**src/rtl/imem_pkg.sv**
```systemverilog
// Shared types and constants for the instruction-memory loader.
// Latency: n/a (declarations only).
// Backpressure: n/a (declarations only).
package imem_pkg;

    // Loader FSM states, in stream order
    typedef enum logic [2:0] {
        ST_IDLE,
        ST_LEN_HI,
        ST_LEN_LO,
        ST_DATA,
        ST_WRITE,
        ST_DONE,
        ST_ERR
    } ld_state_t;

    localparam logic [3:0] WE_ALL = 4'b1111;
    localparam int         LEN_W  = 16;

    // A word count larger than the RAM depth cannot be loaded
    function automatic logic len_too_big(input logic [LEN_W-1:0] n, input int addr_w);
        return 32'(n) > (32'd1 << addr_w);
    endfunction

endpackage

```
**src/rtl/imem_loader_packer.sv**
```systemverilog
// Packs stream bytes into a 32-bit big-endian word (first byte lands in [31:24]).
// Latency: one cycle per shifted byte; the word is complete the cycle after the 4th shift.
// Backpressure: none of its own; the owning FSM decides when to shift.
module imem_word_packer (
    input  logic        clk,
    input  logic        rst,
    input  logic        clear,
    input  logic        shift_en,
    input  logic [7:0]  byte_in,
    output logic [31:0] word_out,
    output logic        word_full
);

    logic [1:0] byte_cnt;

    // Shift bytes in from the bottom; the 2-bit counter wraps to 0 after the 4th byte
    always_ff @(posedge clk or posedge rst) begin
        if (rst) begin
            word_out <= '0;
            byte_cnt <= '0;
        end else if (clear) begin
            word_out <= '0;
            byte_cnt <= '0;
        end else if (shift_en) begin
            word_out <= {word_out[23:0], byte_in};
            byte_cnt <= byte_cnt + 2'd1;
        end
    end

    // Three bytes held: the next shifted byte completes the word
    assign word_full = (byte_cnt == 2'd3);

endmodule

```
**src/rtl/imem_loader.sv**
```systemverilog
// Loads a length-prefixed byte stream into the instruction RAM and holds the CPU in reset until done.
// Latency: 2 + 5*N cycles from start for N words with an unstalled stream.
// Backpressure: byte_ready is decoded from state; low outside LEN_HI/LEN_LO/DATA (including every WRITE cycle).
module imem_loader
    import imem_pkg::*;
#(
    parameter int ADDR_W = 10
) (
    input  logic              clk,
    input  logic              rst,
    input  logic              start,
    input  logic              byte_valid,
    input  logic [7:0]        byte_data,
    output logic              byte_ready,
    output logic [3:0]        wea,
    output logic [ADDR_W-1:0] addra,
    output logic [31:0]       dina,
    output logic              busy,
    output logic              done,
    output logic              err,
    output logic              cpu_hold
);

    localparam logic [ADDR_W:0] IDX_ONE = 1;

    ld_state_t        state;
    logic [LEN_W-1:0] len;
    // One extra bit so a full-depth image ends at 2^ADDR_W without wrapping to 0
    logic [ADDR_W:0]  word_idx;
    logic [ADDR_W:0]  idx_next;
    logic [LEN_W-1:0] len_now;
    logic             accept;
    logic             start_ok;
    logic             pk_shift;
    logic             pk_full;
    logic [31:0]      pk_word;

    assign byte_ready = (state == ST_LEN_HI) || (state == ST_LEN_LO) || (state == ST_DATA);
    assign accept     = byte_valid & byte_ready;
    assign start_ok   = start && ((state == ST_IDLE) || (state == ST_DONE) || (state == ST_ERR));
    assign pk_shift   = accept && (state == ST_DATA);
    assign len_now    = {len[LEN_W-1:8], byte_data};
    assign idx_next   = word_idx + IDX_ONE;

    imem_word_packer u_packer (
        .clk       (clk),
        .rst       (rst),
        .clear     (start_ok),
        .shift_en  (pk_shift),
        .byte_in   (byte_data),
        .word_out  (pk_word),
        .word_full (pk_full)
    );

    // Loader FSM: length header, then alternating 4-byte gather and single write cycle
    always_ff @(posedge clk or posedge rst) begin
        if (rst) begin
            state    <= ST_IDLE;
            len      <= '0;
            word_idx <= '0;
        end else begin
            case (state)
                ST_IDLE, ST_DONE, ST_ERR: begin
                    if (start) begin
                        state    <= ST_LEN_HI;
                        len      <= '0;
                        word_idx <= '0;
                    end
                end
                ST_LEN_HI: begin
                    if (accept) begin
                        len[LEN_W-1:8] <= byte_data;
                        state          <= ST_LEN_LO;
                    end
                end
                ST_LEN_LO: begin
                    if (accept) begin
                        len <= len_now;
                        if (len_now == '0)
                            state <= ST_DONE;
                        else if (len_too_big(len_now, ADDR_W))
                            state <= ST_ERR;
                        else
                            state <= ST_DATA;
                    end
                end
                ST_DATA: begin
                    if (accept && pk_full)
                        state <= ST_WRITE;
                end
                ST_WRITE: begin
                    word_idx <= idx_next;
                    if (32'(idx_next) == 32'(len))
                        state <= ST_DONE;
                    else
                        state <= ST_DATA;
                end
                default: state <= ST_IDLE;
            endcase
        end
    end

    // Status and RAM port are decoded from registered state only
    assign busy     = (state == ST_LEN_HI) || (state == ST_LEN_LO) ||
                      (state == ST_DATA)   || (state == ST_WRITE);
    assign done     = (state == ST_DONE);
    assign err      = (state == ST_ERR);
    assign cpu_hold = ~done;
    assign wea      = (state == ST_WRITE) ? WE_ALL : 4'b0000;
    assign addra    = word_idx[ADDR_W-1:0];
    assign dina     = (state == ST_WRITE) ? pk_word : 32'h0;

endmodule

```
**config.mk**
```make
export PLATFORM = sky130hd
export DESIGN_NAME = imem_loader
export DESIGN_NICKNAME = d
export VERILOG_FILES = /design/src/rtl/imem_pkg.sv /design/src/rtl/imem_loader_packer.sv /design/src/rtl/imem_loader.sv
export SDC_FILE = /design/constraint.sdc
export NUM_CORES = 1
export LEC_CHECK = 0
export ABC_AREA = 1
export CAP_MARGIN = 40
export CORE_MARGIN = 2
export CORE_UTILIZATION = 48
export DETAILED_ROUTE_END_ITERATION = 10
export PLACE_DENSITY_LB_ADDON = 0.12
export SETUP_SLACK_MARGIN = 0.5
export SYNTH_ARGS = -nofsm -noshare
export SYNTH_HDL_FRONTEND = slang
export SYNTH_SLANG_ARGS = --single-unit
```
**constraint.sdc**
```tcl
create_clock -name clk -period 1.8 [get_ports clk]
set_clock_uncertainty 0.05 [all_clocks]
set_input_delay 0.27 -clock clk [delete_from_list [all_inputs] [get_ports clk]]
set_output_delay 0.27 -clock clk [all_outputs]
set_load 0.03 [all_outputs]
```
==> results of run 1 <==
-- critical path, cell delays in order, from the launching register on --
cell and delay, ps:
dfrtp_1 420, buf_6 150, nor2_4 110, inv_2 60
a31oi_4 180, inv_2 90, nor2_4 200, buf_12 130
nor2_4 40, buf_6 150, a22oi_2 130, inv_1 50
-- metal layers --
layer | routed length, um | GRT usage (%)
met5 | 0 | 0
met4 | 270 | 10.6
met1 | 4440 | 32.5
met2 | 5760 | 43.1
met3 | 449 | 3.26
-- cells in the mapped netlist (2+ instances only) --
master	n	share of area, %
nor2_1	51	5.4
o22ai_1	15	2.6
o21ai_1	4	0.56
a22oi_1	26	5.5
ha_1	2	0.70
nand3_1	31	4.3
nand4_1	8	1.4
inv_2	4	0.42
buf_2	3	0.42
nor2_2	9	1.6
o21ai_0	12	1.7
nand2_1	70	7.3
a22oi_2	7	2.4
a21oi_1	4	0.56
buf_4	15	3.1
inv_1	112	12
o21ai_2	2	0.49
nor2_4	2	0.63
dfrtp_1	64	45
buf_6	4	1.3
clkbuf_1	4	0.42
-- metrics by stage --
step	cell area, um2	hold WS [ps]	setup TNS (ps)
floorplan	3720	344	0
global placement	4490	425	-3250
detailed placement	4490	430	-4420
CTS	5380	176	-507
global route	5810	194	-8150
finish	5810	173	-2320
-- power groups by stage --
stage | clock [mW] | combinational [mW] | sequential (mW)
finish | 1.44 | 4.47 | 2.13
global route | 1.52 | 4.79 | 2.18
CTS | 1.45 | 3.74 | 2.09
detailed placement | 0 | 2.75 | 2.10
global placement | 0 | 2.70 | 2.09
floorplan | 0 | 2.08 | 2.03
-- sequential cells by signal, indices dropped and copies added (netlist names) --
register,flops
u_packer.byte_cnt,2
state,3
u_packer.word_out,32
word_idx,11
len,16
-- final cells by class --
| class | count | share of cell area (%) |
|---|---|---|
| Timing Repair inverter | 1 | 0.129 |
| Clock inverter | 5 | 1.36 |
| Tap cell | 99 | 2.13 |
| Timing Repair Buffer | 136 | 26.0 |
| Multi-Input combinational cell | 254 | 32.3 |
| Clock buffer | 11 | 2.61 |
| Sequential cell | 64 | 27.8 |
| Inverter | 116 | 7.73 |
-- cell families (layout without fill, tap and decap cells) --
kind of cell | count (synthesis) | after routing
flops | 64 | 64
xor+xnor | 1 | 1
buf+inv | 142 | 269
simple gates | 177 | 179
compound gates | 72 | 72
fa+ha+maj | 2 | 2
-- worst paths after layout --
kind	from	endpoint	slack (ps)	cells past startpoint
min in group clk	len[13]	len[13]	430	2
max in group asynchronous	rst	state[2]	950	3
worst min register to register	len[13]	len[13]	430	2
worst max-delay path	state[0]	u_packer.word_out[9]	-70	11
worst max register to register	state[0]	u_packer.word_out[9]	-70	11
worst min-delay path	rst	word_idx[6]	170	2
-- timing repair --
| item | in CTS | in global routing |
|---|---|---|
| pin swaps | 7 | 15 |
| cloned | 7 | 2 |
| setup buffers | 17 | 10 |
| setup endpoints to repair | 115 | 113 |
| resized for setup | 187 | 77 |
==> metrics.md, run 1 <==
| Metric | Value |
|---|---|
| Crit Path Max Fanout | `7` |
| I/O pin count | `63` |
| Status | `finished, violations left` |
| Clock share of power | `17.9%` |
| CTS sink cnt | `64` |
| Switching Share | `42.1%` |
| Vias in the first global route | `3399` |
| MaxCap Viol Count | `0` |
| Reported net switching power | `3.38 mW` |
| Post-Synth Adder-Cell Area | `0.700%` |
| Cell variety after synth | `30` |
| # nets final | `596` |
| Antenna Cells | `0` |
| Max Transition Viols Final | `0` |
| Port bufs | `62` |
| Worst-Skew Late Latency | `350 ps` |
| CTS Buf Count | `9` |
| Synth Area in XOR/XNOR | `0.245%` |
| Worst Path Arrival | `2060 ps` |
| Crit path required time | `1990 ps` |
| Syn_area_per_cell | `7.81 um2` |
| Leakage power total | `2.80 nW` |
| Antenna violations before repair | `0` |
| Final Hold Fails | `0` |
| Row Count | `31` |
| FF+latch count, synth | `64` |
| Critical Path Start Type | `flop` |
| Vias per cell | `5.10` |
| Die Footprint | `8160 um2` |
| Share of layout cells above drive strength 1 | `48.7%` |
| Slew HR | `67.3%` |
| Detail Route Antenna Nets | `0` |
| Post-synth EDFFs | `0` |
| Async SR Flop Fraction | `100%` |
| DRC viols | `0` |
| Seq pwr share | `26.5%` |
| Synth Warn # | `0` |
| Post-synthesis cell count | `458` |
| TritonCTS clock tree | `yes` |
| Main synth FF type | `dfrtp_1` |
| CTS clk-pin slew, worst paths | `80 ps` |
| Initial Util | `49.6%` |
| Die W | `90.3 um` |
| Dpl cells | `634` |
| Final Cycle Share | `104%` |
| Min-Delay Path Class | `input port to async pin` |
| RePlAce Congestion | `0.832` |
| Violated checks | `setup timing` |
| Die Y | `90.3 um` |
| Global Route Usage Sum | `25.3%` |
| WS Path Type | `flop to flop` |
| Total power | `8.04 mW` |
| Area of the mapped netlist | `3580 um2` |
| Area share of and/or/nand/nor cells after synthesis | `22.2%` |
| CTS Hold Bufs | `0` |
| Worst-case clock buffer depth | `2` |
| Slew @ Worst Pin | `487 ps` |
| Crit path time final | `1870 ps` |
| First-pass DRT Iterations | `5` |
| Iter 0 DRT Violations | `169` |
| Most common cell after layout, fill and taps aside | `inv_1` |
| Worst setup EP type | `flop` |
| Post-detailed-route wirelength per cell | `15.9 um` |
| Footprint of the multi-input gates | `1880 um2` |
| Fmax | `536 MHz` |
| Via count | `3498` |
| Syn nets | `472` |
| GRT overflow | `0` |
| Area growth, synth to finish | `62.5%` |
| Setup WS pre-CTS | `-172 ps` |
| First-pass GRT wire length | `16500 um` |
| Final WS setup | `-66.5 ps` |
| Post-DP HPWL | `5920 um` |
| Mux cell area share after synthesis | `0%` |
| Register area share after synthesis | `44.8%` |
| Pwr Density | `1380 nW/um2` |
| Peak supply drop | `0.663 mV` |
| Compound-Gate Fraction of Synth Area | `14.6%` |
| H-Tree Depth | `3` |
| Internal power | `4.66 mW` |
| Register area | `1610 um2` |
| Main combinational cell family by area after synthesis | `simple AND/OR/NAND/NOR gates` |
| Final setup viols | `69` |
| Finished Core Util | `80.5%` |
| FILL cells | `463` |
| Clk root buf | `clkbuf_8` |
| Largest net degree at the start of global routing | `35` |
| RSZ-0062 raised after global routing | `yes` |
| Final Non-Filler Cells | `686` |
| Core area | `7210 um2` |
| Total Wirelength | `10900 um` |
| Comb pwr share | `55.6%` |
| Most frequent cells in the layout | `inv_1, nand2_1, buf_6` |
(Power assumes the default switching activity.)
==> run 2: changes to the inputs <==
--- a/config.mk
+++ b/config.mk
@@ -6,7 +6,7 @@
 export NUM_CORES = 1
 export LEC_CHECK = 0
 export ABC_AREA = 1
-export CAP_MARGIN = 40
+export CAP_MARGIN = 20
 export CORE_MARGIN = 2
 export CORE_UTILIZATION = 48
 export DETAILED_ROUTE_END_ITERATION = 10
==> constraint.sdc (replaced) <==
create_clock -name clk -period 1.8 [get_ports clk]
set_clock_uncertainty 0.05 [all_clocks]
set_input_delay 0.18 -clock clk [delete_from_list [all_inputs] [get_ports clk]]
set_output_delay 0.18 -clock clk [all_outputs]
set_load 0.03 [all_outputs]
==> metrics.md, run 2 (synthesis results as in run 1) <==
| Metric | Value |
|---|---|
| Comb pwr share | `59.8% (+4.2 points)` |
| H-Tree Depth | `3 (unchanged)` |
| Most frequent cells in the layout | `inv_1, nand2_1, buf_6` |
| Antenna violations before repair | `0 (unchanged)` |
| Max reg flops | `32 (unchanged)` |
| Min-Delay Path Class | `input port to async pin` |
| Vias in the first global route | `3534 (+4.0%)` |
| Final setup viols | `81 (+17%)` |
| Post-DP HPWL | `5820 um (-1.5%)` |
| WS Path Type | `flop to flop` |
| Leakage power total | `2.83 nW (+1.0%)` |
| Crit Path Max Fanout | `4 (-3)` |
| Worst setup EP type | `flop` |
| Port bufs | `62 (unchanged)` |
| Worst Path Arrival | `2110 ps (+50 ps)` |
| GRT overflow | `0 (unchanged)` |
| Global Route Usage Sum | `27.0% (+1.7 points)` |
| Max Transition Viols Final | `0 (unchanged)` |
| RSZ-0062 raised after global routing | `yes` |
| Footprint of the multi-input gates | `2000 um2 (+6.5%)` |
| RePlAce Congestion | `0.911 (+9.5%)` |
| MaxCap Viol Count | `0 (unchanged)` |
| CTS clk-pin slew, worst paths | `80 ps (about the same)` |
| Placed Instance Area | `4800 um2 (+6.9%)` |
| Largest registers | `u_packer.word_out (32), len (16), word_idx (11)` |
| Area growth, synth to finish | `66.8%` |
| Antenna Cells | `0 (unchanged)` |
| Crit-path slowest cell | `dfrtp_1` |
| Cell Chain, Critical Path | `buf_6 > inv_8 > nor2_4 > inv_2 > a31oi_4 > inv_2 > nor2_4 > buf_6 > nor2_4 > clkbuf_16 > a22oi_2 > inv_1` |
| Crit path time final | `1940 ps (+78.1 ps)` |
| Die Footprint | `8160 um2 (unchanged)` |
| Vias per cell | `5.42 (+6.3%)` |
| Critical Path Start Type | `flop` |
| DRC viols | `0 (unchanged)` |
| Via count | `3714 (+6.2%)` |
| Detail Route Antenna Nets | `0 (unchanged)` |
| FILL cells | `401 (-13%)` |
| Total Wirelength | `12700 um (+16%)` |
| Slew HR | `68.3% (+1.1 points)` |
| Dpl cells | `633 (-0.16%)` |
| Clock share of power | `14.5% (-3.4 points)` |
| Core area | `7210 um2 (unchanged)` |
| Hold slack final | `212 ps (+38.2 ps)` |
| First-pass DRT Iterations | `5 (unchanged)` |
| Fmax | `514 MHz (-4.0%)` |
| Slew @ Worst Pin | `472 ps (-15.7 ps)` |
| Register area | `1610 um2 (-0.31%)` |
| CTS Buf Count | `9 (unchanged)` |
| Clk root buf | `clkbuf_8` |
| Worst-Skew Late Latency | `340 ps (about the same)` |
| Largest net degree at the start of global routing | `65 (+86%)` |
| Die Y | `90.3 um (unchanged)` |
| R2R Setup Slk | `-140 ps (-80 ps)` |
| Final Cell Area | `5970 um2 (+2.7%)` |
| Switching Share | `44.3% (+2.2 points)` |
| CTS Hold Bufs | `0 (unchanged)` |
| TritonCTS clock tree | `yes` |
| Total power | `8.46 mW (+5.2%)` |
| Worst-case clock buffer depth | `2 (unchanged)` |
| Final Hold Fails | `0 (unchanged)` |
| Final Non-Filler Cells | `685 (-0.15%)` |
| CTS sink cnt | `64 (unchanged)` |
| Die W | `90.3 um (unchanged)` |
| I/O pin count | `63 (unchanged)` |
| Most frequent CP cell | `nor2_4` |
| Most common cell after layout, fill and taps aside | `inv_1` |
| Seq pwr share | `25.7% (-0.8 points)` |
| Share of layout cells above drive strength 1 | `47.4% (-1.3 points)` |
| Violated checks | `setup timing` |
| Peak supply drop | `0.664 mV (+0.24%)` |
| # nets final | `595 (-0.17%)` |
| Internal power | `4.71 mW (+1.2%)` |
| Initial Util | `49.6% (unchanged)` |
| Final WS setup | `-145 ps (-78.1 ps)` |
| First-pass GRT wire length | `17500 um (+6.1%)` |
| R2R cell count | `12 (+1)` |
| Largest reg by FF count | `u_packer.word_out` |
| Worst path max stage delay | `410 ps (about the same)` |
| Crit path required time | `1970 ps (-20 ps)` |
| Reported net switching power | `3.75 mW (+11%)` |
| Post-detailed-route wirelength per cell | `18.5 um (+17%)` |
| Row Count | `31 (unchanged)` |
| Status | `finished, violations left` |
| Iter 0 DRT Violations | `267 (+58%)` |
| Pwr Density | `1420 nW/um2 (+2.5%)` |
| Final Cycle Share | `108% (+4.3 points)` |
==> run 2: layout make-up <==
| class | instances | share of cell area (%) |
|---|---|---|
| Multi-Input combinational cell | 253 | 33.5 |
| Sequential cell | 64 | 27.0 |
| Timing Repair Buffer | 136 | 26.7 |
| Inverter | 116 | 7.57 |
| Clock buffer | 14 | 2.89 |
| Tap cell | 99 | 2.08 |
| Clock inverter | 2 | 0.210 |
| Timing Repair inverter | 1 | 0.126 |
==> run 2: per-stage QoR <==
step | util, % | setup TNS (ps) | setup slack [ps]
finish | 82.7 | -5500 | -145
global route | 82.7 | -10130 | -219
CTS | 78.7 | -692 | -35.1
detailed placement | 66.6 | -8990 | -303
global placement | 66.6 | -5750 | -215
floorplan | - | 0 | 171
==> run 2: worst max-delay path: cells and delay by family (launching register included) <==
kind                   cells  cell delay [ps]
AO/OA/AOI/OAI              2              290
buffers and inverters      7              730
flip-flops                 1              410
AND/OR/NAND/NOR            3              300
==> run 2: final timing paths <==
check / start / end
max: state[0] / u_packer.word_out[10]
min: rst / u_packer.word_out[24]
max reg2reg: state[0] / u_packer.word_out[10]
min in group clk: u_packer.word_out[26] / u_packer.word_out[26]
max in group asynchronous: rst / word_idx[1]
min reg2reg: u_packer.word_out[26] / u_packer.word_out[26]
==> run 2: repair_timing <==
item,CTS,global route
gates resized for setup,159,41
buffers inserted,18,5
pin swaps,14,19
gates cloned,8,5
endpoints found under the setup margin,115,108
==> run 2: layer usage <==
metal,vias up,part of all wire [%],global-route usage [%]
met2,190,51,46.4
met4,0,6.0,14.2
met5,-,0,0
li1,1681,-,-
met1,1774,37,32.6
met3,69,6.5,4.51
==> run 2: power groups by stage <==
stage	clock network [mW]	logic [mW]	registers (mW)
after floorplan	0	2.35	2.05
after global placement	0	3.00	2.13
after detailed placement	0	3.06	2.13
after CTS	1.18	4.24	2.14
after global routing	1.29	5.27	2.22
final	1.22	5.06	2.18
